File: src/rtl/fwd_pkg.sv
// Shared encodings and helpers for the EX bypass / ID hazard logic.
package fwd_pkg;

  typedef enum logic [1:0] {
    CLS_ALU  = 2'd0,
    CLS_LOAD = 2'd1,
    CLS_MUL  = 2'd2,
    CLS_RSVD = 2'd3
  } cls_e;

  function automatic int clog2(input int v);
    int r;
    r = 0;
    while ((1 << r) < v) r++;
    return r;
  endfunction

endpackage

File: src/rtl/fwd_mux.sv
// Single-operand priority bypass mux: youngest matching stage wins, r0 never forwards.
// Purely combinational, no flow control.
module fwd_mux
  import fwd_pkg::*;
#(
  parameter int DATA_W  = 32,
  parameter int REG_AW  = 5,
  parameter int NUM_STG = 2
) (
  input  logic [REG_AW-1:0]         src_addr,
  input  logic [DATA_W-1:0]         reg_data,
  input  logic [NUM_STG*REG_AW-1:0] stg_rd,
  input  logic [NUM_STG-1:0]        stg_we,
  input  logic [NUM_STG*DATA_W-1:0] stg_data,
  output logic [DATA_W-1:0]         opnd,
  output logic                      hit
);

  always_comb begin
    opnd = reg_data;
    hit  = 1'b0;
    // Walk oldest to youngest so the youngest match is the last to overwrite.
    for (int s = NUM_STG - 1; s >= 0; s--) begin
      if (stg_we[s] && (src_addr != '0) && (stg_rd[s*REG_AW +: REG_AW] == src_addr)) begin
        opnd = stg_data[s*DATA_W +: DATA_W];
        hit  = 1'b1;
      end
    end
  end

endmodule

File: src/rtl/fwd_hazard_unit.sv
// N-operand EX bypass plus per-register readiness scoreboard driving the ID stall.
// Stall and operands are combinational; scoreboard updates one cycle after issue, frozen by hold.
module fwd_hazard_unit
  import fwd_pkg::*;
#(
  parameter int DATA_W  = 32,
  parameter int REG_AW  = 5,
  parameter int NUM_SRC = 2,
  parameter int NUM_STG = 2,
  parameter int LD_LAT  = 2,
  parameter int MUL_LAT = 4
) (
  input  logic                      clk,
  input  logic                      rst_n,
  input  logic                      hold,
  input  logic                      sb_clear,
  input  logic [NUM_SRC*REG_AW-1:0] id_src_addr,
  input  logic [NUM_SRC-1:0]        id_src_used,
  input  logic [REG_AW-1:0]         id_dst_addr,
  input  logic                      id_dst_we,
  input  logic [1:0]                id_class,
  input  logic                      issue_valid,
  output logic                      stall,
  input  logic [NUM_SRC*REG_AW-1:0] ex_src_addr,
  input  logic [NUM_SRC*DATA_W-1:0] ex_reg_data,
  input  logic [NUM_STG*REG_AW-1:0] stg_rd,
  input  logic [NUM_STG-1:0]        stg_we,
  input  logic [NUM_STG*DATA_W-1:0] stg_data,
  output logic [NUM_SRC*DATA_W-1:0] ex_opnd,
  output logic [NUM_SRC-1:0]        ex_fwd_hit,
  output logic [31:0]               stall_cycles
);

  localparam int CNT_W = clog2(MUL_LAT + 1);
  localparam int NREG  = 1 << REG_AW;

  logic [CNT_W-1:0]  cnt [NREG];
  logic [CNT_W-1:0]  new_lat_m1;
  logic [REG_AW-1:0] src_a;
  logic              raw_hz;
  logic              waw_hz;
  logic              issue_wr;

  always_comb begin
    case (id_class)
      CLS_LOAD: new_lat_m1 = CNT_W'(LD_LAT - 1);
      CLS_MUL:  new_lat_m1 = CNT_W'(MUL_LAT - 1);
      default:  new_lat_m1 = '0;
    endcase
  end

  always_comb begin
    raw_hz = 1'b0;
    src_a  = '0;
    for (int i = 0; i < NUM_SRC; i++) begin
      src_a = id_src_addr[i*REG_AW +: REG_AW];
      if (id_src_used[i] && (src_a != '0) && (cnt[src_a] != '0))
        raw_hz = 1'b1;
    end
  end

  // A newer write must not land before an older, slower one to the same register.
  assign waw_hz   = id_dst_we && (id_dst_addr != '0) && (cnt[id_dst_addr] > new_lat_m1);
  assign stall    = raw_hz | waw_hz;
  assign issue_wr = issue_valid && !stall && !hold && id_dst_we && (id_dst_addr != '0);

  always_ff @(posedge clk or negedge rst_n) begin
    if (!rst_n) begin
      for (int r = 0; r < NREG; r++) cnt[r] <= '0;
    end else if (sb_clear) begin
      for (int r = 0; r < NREG; r++) cnt[r] <= '0;
    end else if (!hold) begin
      for (int r = 1; r < NREG; r++) begin
        if (issue_wr && (id_dst_addr == REG_AW'(r)))
          cnt[r] <= new_lat_m1;
        else if (cnt[r] != '0)
          cnt[r] <= cnt[r] - 1'b1;
      end
    end
  end

  always_ff @(posedge clk or negedge rst_n) begin
    if (!rst_n)
      stall_cycles <= '0;
    else if (stall && !hold && (stall_cycles != 32'hFFFF_FFFF))
      stall_cycles <= stall_cycles + 32'd1;
  end

  for (genvar g = 0; g < NUM_SRC; g++) begin : g_mux
    fwd_mux #(
      .DATA_W  (DATA_W),
      .REG_AW  (REG_AW),
      .NUM_STG (NUM_STG)
    ) u_mux (
      .src_addr (ex_src_addr[g*REG_AW +: REG_AW]),
      .reg_data (ex_reg_data[g*DATA_W +: DATA_W]),
      .stg_rd   (stg_rd),
      .stg_we   (stg_we),
      .stg_data (stg_data),
      .opnd     (ex_opnd[g*DATA_W +: DATA_W]),
      .hit      (ex_fwd_hit[g])
    );
  end

endmodule

File: config.mk
export PLATFORM = sky130hd
export DESIGN_NAME = fwd_hazard_unit
export DESIGN_NICKNAME = d
export VERILOG_FILES = /design/src/rtl/fwd_pkg.sv /design/src/rtl/fwd_mux.sv /design/src/rtl/fwd_hazard_unit.sv
export SDC_FILE = /design/constraint.sdc
export NUM_CORES = 1
export LEC_CHECK = 0
export ABC_AREA = 0
export CORE_MARGIN = 5
export CORE_UTILIZATION = 52
export CTS_BUF_LIST = sky130_fd_sc_hd__clkbuf_16
export DETAILED_ROUTE_END_ITERATION = 10
export PLACE_DENSITY_LB_ADDON = 0.25
export SLEW_MARGIN = 20
export SYNTH_ARGS = -nofsm -noshare
export SYNTH_HDL_FRONTEND = slang
export SYNTH_SLANG_ARGS = --single-unit
File: constraint.sdc
create_clock -name clk -period 8.7 [get_ports clk]
set_clock_uncertainty 0.2 [all_clocks]
set_input_delay 1.74 -clock clk [delete_from_list [all_inputs] [get_ports clk]]
set_output_delay 1.74 -clock clk [all_outputs]
set_load 0.005 [all_outputs]
==> results.yml, run 1 <==
die:
  die_area_um2: 25920
  coreArea_um2: 22570
  dieWidth_um: 161.0
  die_h_um: 161.0
  rows: 55
  io_pins: 274
  initial_core_util_pct: 52.53
synth:
  syn_area_um2: 11860
  synth_warnings: 0
  mappedNetlistNets: 1747
  synth-async-reset-ratio_pct: 100.0
  synth_edf_count: 0
  ys_seq_area_share_pct: 26.38
  postSynthAreaPerCell_um2: 7.874
  synthFlopType: "dfrtp_1"
  ys_ff_latch: 125
  synthDistinctLibCells: 70
  synthCells: 1506
worst_setup_path:
  max_stage_delay_ps: 860
  ff2ff_path_depth: 15
  cp_max_fo: 39
  cp_cell_sequence: "clkdlybuf4s50_1 > buf_4 > mux4_2 > mux4_2 > nor2_1 > nor2_1 > ha_1 > nor2b_1 > o21ai_0 > o41ai_1 > o221a_1 > nor4_2 > and2_1 > inv_2 > clkdlybuf4s50_1"
  startpoint: "id_dst_addr[1]"
  r2r_slack_ps: 3960
  cp.required_ps: 6760
  start_kind: "input pin"
  cp_slowest_cell: "clkdlybuf4s50_1"
  r2r_end: "cnt[27]"
  r2r_start: "cnt[13]"
  crit_arrival_ps: 6260
  end_kind: "primary output"
  critPathKind: "input pin to primary output"
grt:
  track_usage_pct: 33.64
  met3_usage_pct: 9.620
  top_usage_layer: "met2"
  grt_overflow: 0
  grt_use_met1_pct: 41.82
  grt_pass1_wl_um: 70080
  first_global_vias: 12580
  grt_max_degree: 78
  met2_usage_pct: 55.74
  antenna_found_initial: 1
timing:
  tns_ps: 0
  setup_ws_ps: 496.1
  fin_crit_ps: 8204
  hold_viol: 0
  rsz0062_at_grt: "no"
  timing.fmax_mhz: 121.9
  worst_pin_slew_ps: 964.7
  max_slew_margin_pct: 35.45
  finalMaxSlewViolations: 0
  finalCritPeriodShare_pct: 94.30
  setup_violations: 0
finish:
  antenna_cells: 0
  nets: 1959
  fillCellCount: 1877
  fin_area_um2: 15320
  postLayoutCoreUtil_pct: 67.88
  stdcell_count: 2016
  syn2layout_area_growth_pct: 29.21
  layout_commonest_cell: "clkdlybuf4s50_1"
  layout.cells.most_common_list: "clkdlybuf4s50_1, nand2_1, o21ai_0"
  layout-drive-gt1-share_pct: 6.586
  multi_input_area_um2: 8010
  register_area_um2: 3128
routing:
  via_per_inst: 6.472
  detail_route.wl_per_cell_um: 22.29
  wirelength_um: 44930
  drt_pass1_iterations: 8
  ant_nets: 0
  vias: 13050
  drt_iter0_drc: 1569
  drc_errors: 0
clock_tree:
  clkTransAtPathRegs_ps: 60
  cts_root_buf: "clkbuf_16"
  cts_resized: 0
  postCtsHoldBufs: 0
  postCtsSetupBuffers: 0
  cts_tree: "built"
  clk_path_buf_depth: 2
  insertion_delay_ps: 440
  h-tree-depth: 4
  clock_sinks: 125
  cts_made_buffers: 17
pwr:
  p_switching_mw: 1.602
  pwr-share-comb_pct: 50.4
  p_int_mw: 1.971
  pwr-share-clk_pct: 20.0
  switching_share_pct: 44.83
  p_per_area_nw_per_um2: 233.2
  p_leak_nw: 5.638
  ir_drop_v: 0.0001654
  p_seq_share_pct: 29.6
place:
  dpl-instance-area_um2: 14720
  dp_slack_ps: 545.1
  io_buffers: 273
  place_congestion: 1.050
  dp.cells: 1984
  post-dp-hpwl_um: 33740
run_status:
  outcome: "finished, final reports clean"
worst_hold_path:
  hold_start: "stall_cycles[13]"
  holdPathStages: 1
  hold_end: "stall_cycles[13]"
  hp-class: "flop to flop"
run:
  drv_cap: 0
-- critical path, delay by kind of cell --
family,cells,cell delay [ps]
buffers and inverters,4,2040
multiplexers,2,820
AND/OR/NAND/NOR,5,800
AO/OA/AOI/OAI,3,570
adder cells (fa/ha/maj),1,280
-- worst max-delay path by stage --
stage               cells past startpoint     to  slack (ps)
floorplan                              18  stall        1220
global placement                       15  stall         630
detailed placement                     15  stall         550
CTS                                    15  stall         540
global route                           15  stall         220
finish                                 15  stall         500
-- cells by family after synthesis --
family | after synthesis | share of synthesized area (%)
DFF | 125 | 26.38
AOI/OAI and AO/OA | 378 | 20.27
adders and majority gates | 66 | 6.964
muxes | 109 | 12.06
xor gates and xnor gates | 49 | 3.619
and+or+nand+nor | 582 | 24.12
buffers and inverters | 197 | 6.584
-- sequential cells by signal, summed over array words and instances, names as in the netlist --
signal        count
stall_cycles     32
cnt              93
-- synthesized netlist by cell type, drive strengths merged (10+ instances only) --
cell type | number | area share (%)
mux2 | 11 | 1.0
dfrtp | 125 | 26
a31oi | 45 | 2.4
nand2b | 10 | 0.53
nor2b | 28 | 1.5
inv | 93 | 2.9
xnor2 | 40 | 3.0
a2111oi | 10 | 0.74
or4 | 16 | 1.0
nor4b | 10 | 0.74
mux2i | 72 | 6.1
and2 | 10 | 0.53
a211oi | 11 | 0.74
mux4 | 26 | 4.9
nor2 | 96 | 3.0
buf | 30 | 1.3
nor4 | 27 | 1.5
a21boi | 11 | 0.70
nand2 | 181 | 5.7
a21oi | 70 | 3.0
nand3 | 54 | 2.3
nand4 | 34 | 1.8
ha | 66 | 7.0
clkbuf | 74 | 2.3
o31ai | 16 | 1.0
and3 | 15 | 0.79
o21ai | 129 | 5.4
or3 | 15 | 0.79
nor3 | 70 | 3.0
-- power by group through the flow --
stage | registers, mW | logic (mW) | clock network, mW
after floorplan | 0.915 | 1.27 | 0
after global routing | 1.07 | 2.01 | 0.747
after detailed placement | 1.04 | 1.75 | 0
final | 1.06 | 1.80 | 0.715
after CTS | 1.04 | 1.77 | 0.718
after global placement | 1.04 | 1.68 | 0
-- routing by layer --
metal / wire length [um] / up-vias
met5: 11 / -
met4: 1928 / 2
met3: 4860 / 172
met2: 21150 / 785
met1: 16970 / 6124
li1: - / 5965
-- metrics by stage --
stage / total power [mW] / hold slack (ps)
2_1_floorplan: 2.186 / 280.5
3_3_place_gp: 2.721 / 278.2
3_5_place_dp: 2.794 / 291.4
4_1_cts: 3.521 / 307.6
5_1_grt: 3.823 / 336.7
6_report: 3.573 / 301.4
-- cell type report --
| cell class | count | area share (%) |
|---|---|---|
| inverters | 93 | 2.278 |
| clock buffers | 17 | 2.777 |
| clock inverters | 15 | 0.9882 |
| flip-flops and latches | 125 | 20.42 |
| repair buffers | 297 | 18.93 |
| multi-input cells | 1184 | 52.28 |
| well taps | 285 | 2.327 |
Power figures use the tool's default switching activity.
==> run 2: changes to the inputs <==
- REMOVE_ABC_BUFFERS: not set -> 1
==> run 2 against run 1 <==
Effect of this change:
- power up 1.2%
- count of clock-buffer cells in the layout stayed put
- cell count increased by 0.50%
- critical path depth is 1 lower
- worst setup slack improved by 230 ps
- die area unchanged
- clock power grew 3.6%
- via count barely moved
- hold slack better by 5.6 ps
- non-clock buffer count grew 7
- critical endpoint unchanged
- highest routed layer is now met4
==> results.yml, run 2 (synthesis results as in run 1) <==
run:
  drv_cap: 0
clock_tree:
  cts_resized: 0
  clk_path_buf_depth: 2
  cts_tree: "built"
  cts_made_buffers: 17
  h-tree-depth: 4
  insertion_delay_ps: 440
  cts_root_buf: "clkbuf_16"
  postCtsSetupBuffers: 0
  clock_sinks: 125
  clkTransAtPathRegs_ps: 70
  postCtsHoldBufs: 0
timing:
  worst_pin_slew_ps: 1055
  max_slew_margin_pct: 29.39
  finalMaxSlewViolations: 0
  hold_viol: 0
  finalCritPeriodShare_pct: 91.65
  timing.fmax_mhz: 125.4
  fin_crit_ps: 7974
  tns_ps: 0
  setup_ws_ps: 726.2
  holdWs_ps: 307.0
  setup_violations: 0
  rsz0062_at_grt: "no"
routing:
  via_per_inst: 6.439
  drt_iter0_drc: 1639
  ant_nets: 0
  vias: 13050
  wirelength_um: 48190
  detail_route.wl_per_cell_um: 23.79
  drc_errors: 0
  drt_pass1_iterations: 7
finish:
  stdcell_count: 2026
  fillCellCount: 1876
  layout_commonest_cell: "clkdlybuf4s50_1"
  layout.cells.most_common_list: "clkdlybuf4s50_1, nand2_1, o21ai_0"
  top_regs: "cnt (93), stall_cycles (32)"
  largest_register: "cnt"
  nets: 1966
  largest_reg_flops: 93
  layout-drive-gt1-share_pct: 7.020
  syn2layout_area_growth_pct: 29.70
die:
  die_area_um2: 25920
  dieWidth_um: 161.0
  die_h_um: 161.0
  initial_core_util_pct: 52.53
  rows: 55
  coreArea_um2: 22570
  io_pins: 274
worst_setup_path:
  start_kind: "input pin"
  end_kind: "primary output"
  ff2ff_path_depth: 14
  path_delay_family: "buffers and inverters"
  cp.required_ps: 6760
  critPathKind: "input pin to primary output"
  cp_cell_sequence: "clkdlybuf4s50_1 > buf_4 > mux4_2 > mux4_2 > o21ai_0 > ha_1 > nand2_1 > o21ai_0 > o41ai_1 > o221a_1 > nor4_2 > and2_1 > inv_2 > clkdlybuf4s50_1"
  cp_max_fo: 39
  crit_arrival_ps: 6030
  path_buf_inv: 4
  max_stage_delay_ps: 680
  cp.depth: 14
  cp_slowest_cell: "clkdlybuf4s50_1"
grt:
  first_global_vias: 12670
  grt_overflow: 0
  grt_pass1_wl_um: 73530
  grt_max_degree: 79
  track_usage_pct: 36.20
  antenna_found_initial: 3
place:
  place_congestion: 1.052
  io_buffers: 273
  dp_slack_ps: 793.5
  dp.cells: 1991
  post-dp-hpwl_um: 36530
worst_hold_path:
  hp-class: "flop to flop"
  holdPathStages: 1
pwr:
  p_leak_nw: 5.683
  ir_drop_v: 0.0001325
  p_per_area_nw_per_um2: 235.0
run_status:
  outcome: "finished, final reports clean"
[run 2: changes by cell type in the layout (fill, tap and decap cells not counted), moves of 2 or more]
| cell | delta |
|---|---|
| diode_2 | +3 |
| nor4_4 | -2 |
| buf_4 | +7 |
| nor4_2 | +2 |
[run 2: cell type report]
class / instances / area [um2] / share of cell area (%)
Multi-Input combinational cell: 1184 / 7993 / 51.97
Sequential cell: 125 / 3128 / 20.34
Timing Repair Buffer: 304 / 2953 / 19.20
Clock buffer: 17 / 425.4 / 2.766
Tap cell: 285 / 356.6 / 2.319
Inverter: 93 / 349.1 / 2.270
Clock inverter: 15 / 167.7 / 1.090
Antenna cell: 3 / 7.507 / 0.04881
[run 2: worst paths after layout]
kind / startpoint / to / slack [ps]
setup / recovery: id_dst_addr[1] / stall / 730
hold / removal: stall_cycles[11] / stall_cycles[11] / 310
setup reg to reg: cnt[13] / cnt[70] / 4160
hold reg to reg: stall_cycles[11] / stall_cycles[11] / 310
max in group asynchronous: rst_n / cnt[34] / 5690
min in group asynchronous: rst_n / cnt[69] / 1140
[run 2: per-stage QoR]
step                      utilization [%]  power, mW  area [um2]
final                               68.14      3.615       15380
after global routing                68.14      3.864       15380
after CTS                           68.09      3.563       15370
after detailed placement            65.46      2.813       14780
after global placement              65.43      2.751       14770
after floorplan                         -      2.138       11430
[run 2: metal layers]
layer / track usage [%] / up-vias / part of all wire (%)
met4: 12.60 / 0 / 3.6
met1: 47.11 / 6199 / 39
li1: - / 5960 / -
met2: 57.31 / 743 / 46
met5: 0 / - / 0
met3: 11.35 / 143 / 11
[run 2: power by group]
part,total (mW),internal (mW),switching [mW]
Clock,0.741,0.409,0.332
Combinational,1.81,0.828,0.987
Sequential,1.06,0.744,0.316
